<file path="src/rtl/x_adc_frame_ctrl.sv">
// x_adc_frame_ctrl
// Frame sequencer for the multi-channel ADC front end. It accepts a frame on
// srdyi and loads the capture bank. It then walks ch_sel across the captured
// channels so that one shared MAC can process them serially. It waits MAC_LAT
// cycles for the MAC pipeline to drain and then pulses srdyo.
//
// Ports
//   clk          system clock, rising edge
//   GlobalReset  asynchronous active-low reset
//   srdyi        new ADC frame present this cycle
//   overrun_clr  clears the sticky overrun flag
//   capture_en   capture bank load enable (combinational from srdyi)
//   ch_sel       registered channel index into the capture bank
//   mac_en       MAC accumulates the selected channel
//   mac_clr      MAC restarts accumulation (first channel)
//   mac_last     selected channel is the last of the frame
//   srdyo        one-cycle pulse, frame result valid
//   busy         a frame is in flight
//   overrun      sticky, an srdyi arrived while a frame was in flight
//   frame_cnt    completed-frame counter, wraps at 2^16
module x_adc_frame_ctrl #(
    parameter int NUM_CH  = 32,
    parameter int CH_W    = 5,
    parameter int MAC_LAT = 2
) (
    input  logic            clk,
    input  logic            GlobalReset,
    input  logic            srdyi,
    input  logic            overrun_clr,
    output logic            capture_en,
    output logic [CH_W-1:0] ch_sel,
    output logic            mac_en,
    output logic            mac_clr,
    output logic            mac_last,
    output logic            srdyo,
    output logic            busy,
    output logic            overrun,
    output logic [15:0]     frame_cnt
);

    localparam int DW         = (MAC_LAT > 1) ? $clog2(MAC_LAT) : 1;
    localparam int DRAIN_LOAD = (MAC_LAT > 0) ? MAC_LAT - 1 : 0;
    localparam logic [CH_W-1:0] LAST_CH = CH_W'(NUM_CH - 1);

    typedef enum logic [1:0] {IDLE, RUN, DRAIN, DONE} state_t;

    state_t          state_q, state_d;
    logic [CH_W-1:0] ch_q, ch_d;
    logic [DW-1:0]   drain_q, drain_d;
    logic            ovr_q, ovr_set;
    logic [15:0]     frame_cnt_q;

    always_comb begin
        state_d    = state_q;
        ch_d       = ch_q;
        drain_d    = drain_q;
        capture_en = 1'b0;
        mac_en     = 1'b0;
        mac_clr    = 1'b0;
        mac_last   = 1'b0;
        srdyo      = 1'b0;
        ovr_set    = 1'b0;
        unique case (state_q)
            IDLE: begin
                if (srdyi) begin
                    // Gated by reset so the bank never loads while the controller is held.
                    capture_en = GlobalReset;
                    state_d    = RUN;
                    ch_d       = '0;
                end
            end
            RUN: begin
                mac_en   = 1'b1;
                mac_clr  = (ch_q == '0);
                mac_last = (ch_q == LAST_CH);
                ovr_set  = srdyi;
                if (ch_q == LAST_CH) begin
                    // ch_sel is left on the last channel and held outside RUN.
                    if (MAC_LAT == 0) begin
                        state_d = DONE;
                    end else begin
                        state_d = DRAIN;
                        drain_d = DW'(DRAIN_LOAD);
                    end
                end else begin
                    ch_d = ch_q + CH_W'(1);
                end
            end
            DRAIN: begin
                ovr_set = srdyi;
                if (drain_q == '0) begin
                    state_d = DONE;
                end else begin
                    drain_d = drain_q - DW'(1);
                end
            end
            DONE: begin
                srdyo = 1'b1;
                if (srdyi) begin
                    capture_en = GlobalReset;
                    state_d    = RUN;
                    ch_d       = '0;
                end else begin
                    state_d = IDLE;
                end
            end
            default: state_d = IDLE;
        endcase
    end

    always_ff @(posedge clk or negedge GlobalReset) begin
        if (!GlobalReset) begin
            state_q     <= IDLE;
            ch_q        <= '0;
            drain_q     <= '0;
            ovr_q       <= 1'b0;
            frame_cnt_q <= '0;
        end else begin
            state_q <= state_d;
            ch_q    <= ch_d;
            drain_q <= drain_d;
            // Set has priority over clear.
            if (ovr_set) begin
                ovr_q <= 1'b1;
            end else if (overrun_clr) begin
                ovr_q <= 1'b0;
            end
            if (state_q == DONE) begin
                frame_cnt_q <= frame_cnt_q + 16'd1;
            end
        end
    end

    assign ch_sel    = ch_q;
    assign busy      = (state_q != IDLE);
    assign overrun   = ovr_q;
    assign frame_cnt = frame_cnt_q;

endmodule

</file>
<file path="config.mk">
export PLATFORM = sky130hd
export DESIGN_NAME = x_adc_frame_ctrl
export DESIGN_NICKNAME = d
export VERILOG_FILES = /design/src/rtl/x_adc_frame_ctrl.sv
export SDC_FILE = /design/constraint.sdc
export NUM_CORES = 1
export LEC_CHECK = 0
export CELL_PAD_IN_SITES_DETAIL_PLACEMENT = 1
export CELL_PAD_IN_SITES_GLOBAL_PLACEMENT = 1
export CORE_MARGIN = 2
export CORE_UTILIZATION = 38
export CTS_CLUSTER_DIAMETER = 150
export DETAILED_ROUTE_END_ITERATION = 16
export MAX_ROUTING_LAYER = met4
export PLACE_DENSITY_LB_ADDON = 0.15
export SLEW_MARGIN = 10
export SYNTH_ARGS = -nofsm -noshare
export SYNTH_HDL_FRONTEND = slang
export SYNTH_SLANG_ARGS = --single-unit
</file>
<file path="constraint.sdc">
create_clock -name clk -period 2.26 [get_ports clk]
set_input_delay 0.339 -clock clk [delete_from_list [all_inputs] [get_ports clk]]
set_output_delay 0.339 -clock clk [all_outputs]
set_load 0.02 [all_outputs]
</file>
==> metrics list, run 1 <==
- Result of the run: complete, no violations
- Final setup violating endpoints: 0
- Arrival time of the worst setup path: about 1.7 ns
* Fraction of registers with async set/reset: 1.00
* I/O Pins: 32
- Hold timing on the final database bottoms out at a slack of ~0.44 ns.
* Routed Antenna Nets: 0
- The worst setup path is captured at a primary output.
* Number of clock buffers inserted by TritonCTS: 3
- Distinct cells, synth: 32
- Main flop type after synthesis: sky130_fd_sc_hd__dfrtp_1
* Overall die area: approximately 0.0040 mm2
- Synthesized-area fraction occupied by ao, oa, aoi and oai cells: 0.0487
- Die Wd: ~63 um
- Largest net degree at the start of global routing: 26
* Final #Nets: roughly 170
* Top area cells in the synthesized netlist: sky130_fd_sc_hd__dfrtp_1 47%, sky130_fd_sc_hd__ha_1 9.4%, sky130_fd_sc_hd__xor2_1 6.6%, sky130_fd_sc_hd__nand2_1 3.7%, sky130_fd_sc_hd__xnor2_1 3.3%
* Clock insertion delay at the later pin of the skew report: 0.31 ns
- Data required, critical path: between 1.5 and 2 ns
- VDD sags by at most between 0.5 and 0.6 mV.
- For the final database, setup skew stands at ~0.0096 ns.
- Relative to the synthesized area, the layout overhead comes to 29.1%.
* Adder and majority cell fraction of the synthesized area: 0.0936
- The commonest cells after synthesis are 25 x sky130_fd_sc_hd__dfrtp_1, 13 x sky130_fd_sc_hd__nand2_1, 10 x sky130_fd_sc_hd__ha_1, 10 x sky130_fd_sc_hd__inv_1, 10 x sky130_fd_sc_hd__xor2_1.
- Clock tree synthesis selected as its root buffer the cell sky130_fd_sc_hd__clkbuf_4.
* Combined area of all synthesized cells: approximately 0.0013 mm2
- Counting every instance in the synthesized netlist gives roughly 120.
* Via count of the first global-routing pass: 1043
* Wire length of the first global-routing pass: between 4000 and 5000 um
- The floorplan step set the die height to approximately 63 um.
- Critical path peak fanout: 6
- For this run, the top clock speed supported by timing is 0.481 GHz.
- After clock tree synthesis, the clock-pin slew on the worst setup and hold paths is 0.14 ns.
* Detailed Route Iter0 Violations: 51
- The initial antenna violation count was 0.
* Unrepaired setup endpoints after global routing: false
* Clock buffer depth: 2
- Total of max-cap violations: 0
- # hold bufs at CTS: 0
- In the final layout, the share of cells above drive strength 1 is 0.0949.
* Summed negative setup slack over all endpoints: 0 ns
- In this run, synthesis produced a sequential element count of 25.
- 0 antenna diodes ended up in the layout.
- Dividing total power by cell area gives a power density of between 1000 and 1500 mW/mm2.
- Number of input and output port buffers inserted: 31
* Kind of start point of the critical path: flip-flop
* Dominant combinational cell family by area after synthesis: simple AND/OR/NAND/NOR gates
- The floorplan has 21 rows.
- DRC violations left: 0
- In the final routed layout, each cell accounts on average for around 14 um.
- The path class of the tightest hold or removal check is in2async.
* Synth top area share: 0.468
- At the pin with the least slew margin, the transition time is between 0.3 and 0.4 ns.
- The initial utilization of the core area, before any placement, comes to 0.397.
* Synth Area in Simple Gates: 0.205
- Final critical-path share of the clock period: 0.920
* Final Routed Wirelength: between 2000 and 3000 um
- Across every metal layer, demand over resource in global routing totals 0.157.
* Pins over their slew limit: 0
* Share of the synthesized netlist area taken by xor and xnor gates: 0.0983
- Detailed-route vias per instance: between 4 and 5
- sky130_fd_sc_hd__dfrtp_1 takes more of the synthesized area than any other cell.
- Number of warnings issued by yosys: 0
* Sequential element share of the synthesized area: 0.468
- For this design, the slowest cell found on the critical path is sky130_fd_sc_hd__clkdlybuf4s50_1.
- The first detailed-routing pass ran for 4 iterations.
* Net count after synthesis: roughly 140
* Series of cell instances along the critical path: inv_1, ha_1, inv_1, clkdlybuf4s50_1
* Routed vias: between 1000 and 1500
* Crit-path max cell delay: 0.59 ns
- Path type of the worst setup path: reg2out
- Post-CTS timing repair inserted 0 buffers for setup.
* Fill cell count: 396
- Avg Synthesized Cell Area: about 11 um2
- Global routing finished with a remaining overflow of 0.
* Worst slew margin: 0.751
* Final HPWL DP: about 2200 um
- Measured against the total synthesized area, the mux share comes to 0.0468.
- TritonCTS built the clock tree.
- Summed over all cells, the static leakage comes to approximately 0.0008 uW.
* Most repeated cell in the gate-level netlist after synthesis: sky130_fd_sc_hd__dfrtp_1
- The synthesized design contains 0 enable-type register cells.
- The total area inside the core boundary comes to approximately 0.0034 mm2.
- Library cell appearing most often on the critical path: sky130_fd_sc_hd__inv_1
- The count of endpoints failing hold in the final timing report was 0.
- Sinks on Clock Net: 25
* RD Place Congestion: 0.780
- CTS built an H-tree with a depth of 1.
- Subtracting the final worst setup slack from the clock period gives about 2.1 ns.
worst max-delay path: cells and delay by family (launching register included):
kind | cells | cell delay, ns
buf+inv | 3 | 0.76
fa+ha+maj | 1 | 0.21
flops | 1 | 0.46
power by group:
group	leakage, uW	switching [uW]	total (uW)	internal (uW)
clock network	0.0000150	126	195	68.8
registers	0.000326	151	717	567
logic	0.000472	581	1100	518
area by class of cell:
class                   count  area, um2  share of cell area
inverters                  10       37.5              0.0218
flip-flops and latches     25        626               0.363
well taps                  46       57.6              0.0334
multi-input cells          86        661               0.383
repair buffers             33        318               0.184
clock buffers               4       26.3              0.0152
through the flow:
step                       util  total power (uW)  setup WS [ns]  instance area, um2  std cells
after floorplan               -              1410          0.206                1340        123
after global placement    0.507              1810          0.201                1700        200
after detailed placement  0.507              1850          0.174                1700        200
after CTS                 0.513              2050         0.0185                1730        204
after global routing      0.513              2180         0.0265                1730        204
final                     0.513              2010          0.181                1730        204
routing by layer:
layer  track usage  vias to the layer above  part of all wire
li1              -                      491                 -
met3        0.0250                        2             0.023
met1         0.189                      503              0.45
met2         0.277                       14              0.52
met4        0.0408                        0            0.0082
met5             -                        -                 0
cell families (layout without fill, tap and decap cells):
logic type	Yosys count	in the layout
mux	6	6
xor+xnor	15	15
simple gates	47	47
flops	25	25
buf+inv	12	47
compound gates	8	8
fa+ha+maj	10	10
path summary, 6_finish.rpt:
kind,startpoint,slack [ns],to,depth (start not counted)
max in group asynchronous,GlobalReset,1.57,state_q[1]$_DFFE_PN0P_,2
worst min-delay path,GlobalReset,0.44,ch_sel[4]$_DFFE_PN0P_,2
worst max-delay path,state_q[1]$_DFFE_PN0P_,0.18,busy,4
worst max register to register,ch_sel[0]$_DFFE_PN0P_,0.29,ch_sel[3]$_DFFE_PN0P_,6
min in group clk,frame_cnt[15]$_DFFE_PN0N_,0.48,frame_cnt[15]$_DFFE_PN0N_,1
worst min register to register,frame_cnt[15]$_DFFE_PN0N_,0.48,frame_cnt[15]$_DFFE_PN0N_,1
registers in the layout, indices dropped and copies added (netlist names):
| name | cells |
|---|---|
| ch_sel | 5 |
| drain_q | 1 |
| frame_cnt | 16 |
| overrun | 1 |
| state_q | 2 |
placed cells by master, fill, tap and decap left out, types with 3 or more instances in the layout:
cell type	Yosys	routed
sky130_fd_sc_hd__clkdlybuf4s50_1	0	28
sky130_fd_sc_hd__nand2_1	13	13
sky130_fd_sc_hd__nor3_1	4	4
sky130_fd_sc_hd__clkbuf_4	0	3
sky130_fd_sc_hd__xnor2_1	5	5
sky130_fd_sc_hd__nand2b_1	3	3
sky130_fd_sc_hd__nor2_1	6	6
sky130_fd_sc_hd__nand4_1	3	3
sky130_fd_sc_hd__ha_1	10	9
sky130_fd_sc_hd__xor2_1	10	10
sky130_fd_sc_hd__inv_1	10	10
sky130_fd_sc_hd__dfrtp_1	25	25
sky130_fd_sc_hd__mux2i_1	4	4
sky130_fd_sc_hd__nand3_1	6	6
timing repair:
item | in CTS | in global routing
cloned | 0 | 0
endpoints found under the hold margin | 0 | 0
resized for setup | 3 | 3
setup endpoints to repair | 3 | 2
(Power assumes the default switching activity.)
==> inputs of run 2 (changes only) <==
Settings changed: PLACE_DENSITY_LB_ADDON 0.15 to 0.1.
==> run 2 against run 1 <==
- combinational power rose by 5%
- global-route usage increased by 1.9 points
- first-iteration DRC count decreased by 67%
- fmax decreased by 3.8%
- critical path depth down 2
- worst hold slack gained 0.0046 ns
- die area unchanged
- routed wire length is 15% higher
- critical path type unchanged
- critical endpoint is now srdyo
- largest cell class unchanged
- largest power group unchanged
- highest routed layer unchanged
==> metrics list, run 2 (synthesis results as in run 1) <==
- Total of max-cap violations: 0
* Most frequent standard cell in the layout excluding fill and tap cells: sky130_fd_sc_hd__clkdlybuf4s50_1
- Kind of start point of the critical path: flip-flop
* Std-Cell Rows: 21
* Final #Nets: between 150 and 200
- DRC violations left: 0
* Hold violation count in the final report: 0
* RD Place Congestion: between 0.8 and 0.9
- Arrival time of the worst setup path: 1.82 ns
- Clock skew on the completed layout was measured at roughly 0.0018 ns.
* Class of the tightest hold or removal check: in2async
- Crit. End Element: primary output
- Dpl cells: 201
- The worst setup path is of the reg2out kind.
- Standby leakage power: 0.000829 uW
* Summed negative setup slack over all endpoints: 0 ns
- Worst setup slack for register-to-register paths: roughly 0.29 ns
* Wire length of the first global-routing pass: around 5300 um
- Worst slew pin tran: about 0.35 ns
- Dividing the detail-routed wire length by the instance count gives around 16 um.
* Non-filler cells, final: slightly above 200
- Pins over their slew limit: 0
- The placed instances occupy a cell area of 0.00171 mm2.
* Crit path from: state_q[1]$_DFFE_PN0P_
- Layout cell share with drive strength beyond 1: 0.112
- The worst register-to-register path begins at ch_sel[1]$_DFFE_PN0P_.
- The register with the most flip-flops in the layout has 16 of them.
- Clock buffer depth: 2
- The total area inside the core boundary comes to roughly 0.0034 mm2.
- After detailed routing, the number of vias per cell comes to between 5 and 6.
* Chip height: between 60 and 70 um
* Via count of the first global-routing pass: 1125
* Aggregate global-route resource usage: 0.176
- The floorplan step defined a die boundary enclosing around 0.0040 mm2.
* Slowest cell on the critical path: sky130_fd_sc_hd__clkdlybuf4s50_1
- Largest net degree at the start of global routing: 26
- Power Dens Cells: around 1200 mW/mm2
- Sinks on Clock Net: 25
- Worst R2R Path Depth: 6
* Critical path peak fanout: 7
- I/O Pins: 32
- TritonCTS clock tree: yes
* Routed vias: 1038
- Upper clock frequency limit: between 0.4 and 0.5 GHz
* Area added between synthesis and finish: 30.8%
- Diodes inserted: 0
- # hold bufs at CTS: 0
* Commonest non-fill, non-tap cells in the layout: 28 x sky130_fd_sc_hd__clkdlybuf4s50_1, 25 x sky130_fd_sc_hd__dfrtp_1, 13 x sky130_fd_sc_hd__nand2_1, 10 x sky130_fd_sc_hd__inv_1, 10 x sky130_fd_sc_hd__xor2_1
- Final HPWL DP: approximately 2400 um
- After the first detailed-routing iteration, the DRC count stood at 17.
- The endpoint identified for the worst register-to-register timing path is ch_sel[3]$_DFFE_PN0P_.
- Dividing the final minimum period by the clock period gives 0.956.
- The signal on the critical path passes through ha_2, clkdlybuf4s50_1.
- The run finished with clean final reports.
- Number of clock buffers inserted by TritonCTS: 3
- Fill cell count: around 390
- Once layout is done, the placed cells without fillers occupy around 0.0017 mm2.
- Once layout is complete, the utilization of the core stands at 0.520.
- The first detailed-routing pass ran for 2 iterations.
- The routed design has approximately 3200 um of wire.
- Depth of the CTS H-tree: 1
* Effective utilization at floorplan: 0.397
* Crit path capture: srdyo
- VDD sags by at most just under 0.6 mV.
* Antenna violations before repair: 0
- Final setup violating endpoints: 0
- The clock reaches the later pin of the worst-skew pair after about 0.32 ns.
- Input and output buffers added on the ports amount to 31.
- Summed over all layers, the global routing overflow is 0.
* Post-CTS clock slew at the launch and capture registers of the worst setup and hold paths: between 0.1 and 0.15 ns
* Clock tree root driver cell: sky130_fd_sc_hd__clkbuf_4
* Crit-path max cell delay: approximately 0.67 ns
- Final Worst Setup Slack: 0.0986 ns
- Setup slack at placement: between 0.15 and 0.2 ns
- The count of nets left with antenna violations once routing finished came out at 0.
- Counting I/O delays and the setup requirement, the final critical path takes 2.16 ns.
* Die Wd: about 63 um
- Worst slew margin: 0.761
* Data required, critical path: roughly 1.9 ns
- Setup repair after global routing left no endpoint under its margin.
## run 2: cell types whose count changed in the layout (fill, tap and decap cells not counted)
cell                    before  now
sky130_fd_sc_hd__buf_4       2    5
## run 2: stage by stage
| step | hold WS [ns] | total power (uW) |
|---|---|---|
| 5_1_grt | 0.458 | 2240 |
| 4_1_cts | 0.469 | 2080 |
| 6_report | 0.445 | 2080 |
| 3_5_place_dp | 0.469 | 1870 |
| 2_1_floorplan | 0.0434 | 1410 |
| 3_3_place_gp | 0.457 | 1830 |
## run 2: area by class of cell
| class | instances | area, um2 | area share |
|---|---|---|---|
| multi-input cells | 86 | 661 | 0.378 |
| flip-flops and latches | 25 | 626 | 0.358 |
| inverters | 10 | 37.5 | 0.0215 |
| repair buffers | 36 | 340 | 0.195 |
| clock buffers | 4 | 26.3 | 0.0150 |
| well taps | 46 | 57.6 | 0.0329 |
## run 2: how the worst min path moves through the flow
stage	from	to	slack, ns
after floorplan	GlobalReset	ch_sel[0]$_DFFE_PN0P_	0.04
after global placement	frame_cnt[15]$_DFFE_PN0N_	frame_cnt[15]$_DFFE_PN0N_	0.46
after detailed placement	frame_cnt[15]$_DFFE_PN0N_	frame_cnt[15]$_DFFE_PN0N_	0.47
after CTS	GlobalReset	drain_q$_DFFE_PN0P_	0.47
after global routing	GlobalReset	frame_cnt[15]$_DFFE_PN0N_	0.46
final	GlobalReset	frame_cnt[13]$_DFFE_PN0N_	0.44
## run 2: what timing repair did
item | 4_1_cts | 5_1_grt
resized for setup | 4 | 2
setup buffers | 0 | 2
endpoints found under the setup margin | 4 | 1
## run 2: power breakdown
group          total (uW)  leakage [uW]  switching [uW]  internal, uW
registers             713      0.000326             146           567
clock network         208     0.0000150             139          69.1
logic                1160      0.000488             619           538
total                2080      0.000829             904          1170
## run 2: critical path: cells and delay by family (launching register included)
kind                     cells  cell delay (ns)
buffers and inverters        1             0.67
adder cells (fa/ha/maj)      1             0.38
flip-flops                   1             0.46
## run 2: layer usage
layer	track usage	routed length [um]	up-vias
li1	-	-	502
met1	0.225	1510	510
met2	0.282	1570	22
met3	0.0375	115	4
met4	0.0543	35	0
met5	-	0	-
==> inputs of run 3 (changes only) <==
Settings changed: CELL_PAD_IN_SITES_DETAIL_PLACEMENT 1 to unset, CELL_PAD_IN_SITES_GLOBAL_PLACEMENT 1 to unset, CORE_UTILIZATION 38 to 40, CTS_CLUSTER_SIZE set to 40, PLACE_DENSITY set to 0.67, PLACE_DENSITY_LB_ADDON 0.1 to unset.
==> run 3 against run 2 <==
- non-clock buffer count fell by 2
- worst setup slack gained 0.057 ns
- sequential power rose by 0.6%
- cell area down 0.93%
- register-to-register slack worse by 0.03 ns
- largest power group unchanged
==> metrics list, run 3 (synthesis results as in run 1) <==
* Result of the run: complete, no violations
* Most frequent standard cell in the layout excluding fill and tap cells: sky130_fd_sc_hd__clkdlybuf4s50_1
* Summed negative setup slack over all endpoints: 0 ns
* Max IR drop VDD: ~0.55 mV
- Unrepaired setup endpoints after global routing: false
- After legalization and detailed placement, the total HPWL measured roughly 2000 um.
- Post-CTS clock slew at the launch and capture registers of the worst setup and hold paths: ~0.15 ns
* Largest net degree at the start of global routing: 26
* Standby leakage power: roughly 0.0008 uW
* Hold violation count in the final report: 0
- The die is 61.8 um wide.
- For this run, design rule violations remaining after detail routing come to 0.
- Clock buffer depth: 2
- The worst setup path is launched from a flip-flop.
- Max Clock Skew: around 0.009 ns
- Std-Cell Rows: 20
* Commonest non-fill, non-tap cells in the layout: 28 x sky130_fd_sc_hd__clkdlybuf4s50_1, 25 x sky130_fd_sc_hd__dfrtp_1, 13 x sky130_fd_sc_hd__nand2_1
* Clock tree root driver cell: sky130_fd_sc_hd__clkbuf_4
* Area added between synthesis and finish: 29.6%
* # hold bufs at CTS: 0
* Final setup violating endpoints: 0
* Top Metal Used: met4
* Worst slew pin tran: ~0.34 ns
- Library cell appearing most often on the critical path: sky130_fd_sc_hd__inv_1
* Gr ovfl total: 0
* Flip-flop count of the largest register, all copies and words added: 16
- The initial antenna violation count was 0.
* Diodes inserted: 0
- The core region is ~0.0031 mm2.
* Met1 wire length: around 1200 um
- Final #Nets: ~170
* Detailed Route Iter0 Violations: 61
- For this block, the via count after detailed routing is slightly above 1000.
- Clock insertion delay at the later pin of the skew report: 0.33 ns
- The largest single stage delay on the critical path is approximately 0.6 ns.
* Layout cell share with drive strength beyond 1: 0.101
- At the end of routability-driven placement, the weighted congestion stood at around 0.82.
- Final Routed Wirelength: about 2600 um
* Number of input and output port buffers inserted: 31
- Effective utilization at floorplan: 0.427
- In this run the count of I/O pins placed on the die edge is 32.
* Wire length of the first global-routing pass: approximately 4300 um
- Power Dens Cells: roughly 1200 mW/mm2
- Series of cell instances along the critical path: inv_1, ha_1, inv_1, clkdlybuf4s50_1
- Via count of the first global-routing pass: 974
- After detailed routing, the average wire length per cell comes to between 10 and 15 um.
- The tightest hold path in the finished design has a slack of 0.419 ns.
- Sinks on Clock Net: 25
- Number of detailed-routing iterations run before antenna repair: 4
- CTS built an H-tree with a depth of 1.
- Detailed-route vias per instance: around 5
* Final critical-path share of the clock period: 0.931
- The number of clock buffers added by TritonCTS is 3.
- Measured against its own limit, the worst slew margin works out to 0.771.
- TritonCTS built the clock tree.
- Arrival time of the worst setup path: between 1.5 and 2 ns
- Max-cap violations in this run came to 0.
- The detail route stage leaves a number of antenna-violating nets equal to 0.
- Timing would allow up to approximately 0.48 GHz.
- Pins over their slew limit: 0
- Path type of the worst setup path: reg2out
* Overall die area: roughly 0.0038 mm2
* Met3 routed WL: about 100 um
- Class of the tightest hold or removal check: in2async
- Aggregate global-route resource usage: 0.158
- Of all nets on the critical path, the largest fanout is 6.
- For this design, the slowest cell found on the critical path is sky130_fd_sc_hd__clkdlybuf4s50_1.
- Crit. End Element: primary output
- Chip height: just over 60 um
* Period minus WS final: approximately 2.1 ns
- Detailed routing placed a total of 1220 um of wire on met2.
- STA puts the critical path data required time at roughly 1.9 ns.
- The completed layout was analyzed and its total power is a little over 2000 uW.
-- run 3: changes by cell type in the layout (fill, tap and decap cells not counted) --
| cell | previous run | this run |
|---|---|---|
| sky130_fd_sc_hd__clkbuf_1 | 1 | 0 |
| sky130_fd_sc_hd__buf_4 | 5 | 3 |
| sky130_fd_sc_hd__ha_2 | 1 | 0 |
| sky130_fd_sc_hd__clkinvlp_4 | 0 | 1 |
| sky130_fd_sc_hd__ha_1 | 9 | 10 |
-- run 3: area by class of cell --
type / count / area [um2]
Sequential cell: 25 / 626
Tap cell: 44 / 55.1
Multi-Input combinational cell: 86 / 658
Inverter: 10 / 37.5
Timing Repair Buffer: 34 / 325
Fill cell: 279 / 1400
Clock buffer: 3 / 22.5
Clock inverter: 1 / 7.51
-- run 3: repair_timing --
item                                   CTS  global route
setup buffers                            0             0
setup endpoints to repair                3             1
gates resized for setup                  3             2
endpoints found under the hold margin    0             0
-- run 3: path summary, 6_finish.rpt --
check / startpoint / to / slack (ns) / cells past startpoint
min in group clk: frame_cnt[15]$_DFFE_PN0N_ / frame_cnt[15]$_DFFE_PN0N_ / 0.49 / 1
min reg2reg: frame_cnt[15]$_DFFE_PN0N_ / frame_cnt[15]$_DFFE_PN0N_ / 0.49 / 1
max reg2reg: ch_sel[0]$_DFFE_PN0P_ / ch_sel[3]$_DFFE_PN0P_ / 0.26 / 6
max: state_q[0]$_DFFE_PN0P_ / busy / 0.16 / 4
min: GlobalReset / frame_cnt[11]$_DFFE_PN0N_ / 0.42 / 2
max in group asynchronous: GlobalReset / ch_sel[0]$_DFFE_PN0P_ / 1.60 / 2
-- run 3: stage by stage --
step	utilization	area, um2	cells	setup WS [ns]
2_1_floorplan	-	1340	123	0.206
3_3_place_gp	0.546	1710	199	0.208
6_report	0.554	1730	203	0.155
3_5_place_dp	0.546	1710	199	0.170
4_1_cts	0.555	1740	203	0.0104
5_1_grt	0.554	1730	203	0.0203
-- run 3: power breakdown --
group / internal (uW) / switching (uW) / leakage (uW)
combinational: 520 / 574 / 0.000479
clock: 67.7 / 144 / 0.0000139
sequential: 567 / 150 / 0.000326
total: 1150 / 868 / 0.000819
-- run 3: worst max-delay path, delay by kind of cell, from the launching register on --
kind | cells | cell delay (ns)
buffers and inverters | 3 | 0.79
flip-flops | 1 | 0.41
adder cells (fa/ha/maj) | 1 | 0.24
-- run 3: metal layers --
| layer | GRT usage | vias to the layer above |
|---|---|---|
| met5 | - | - |
| met4 | 0.0456 | 0 |
| met3 | 0.0290 | 4 |
| met2 | 0.256 | 26 |
| met1 | 0.203 | 487 |
| li1 | - | 493 |
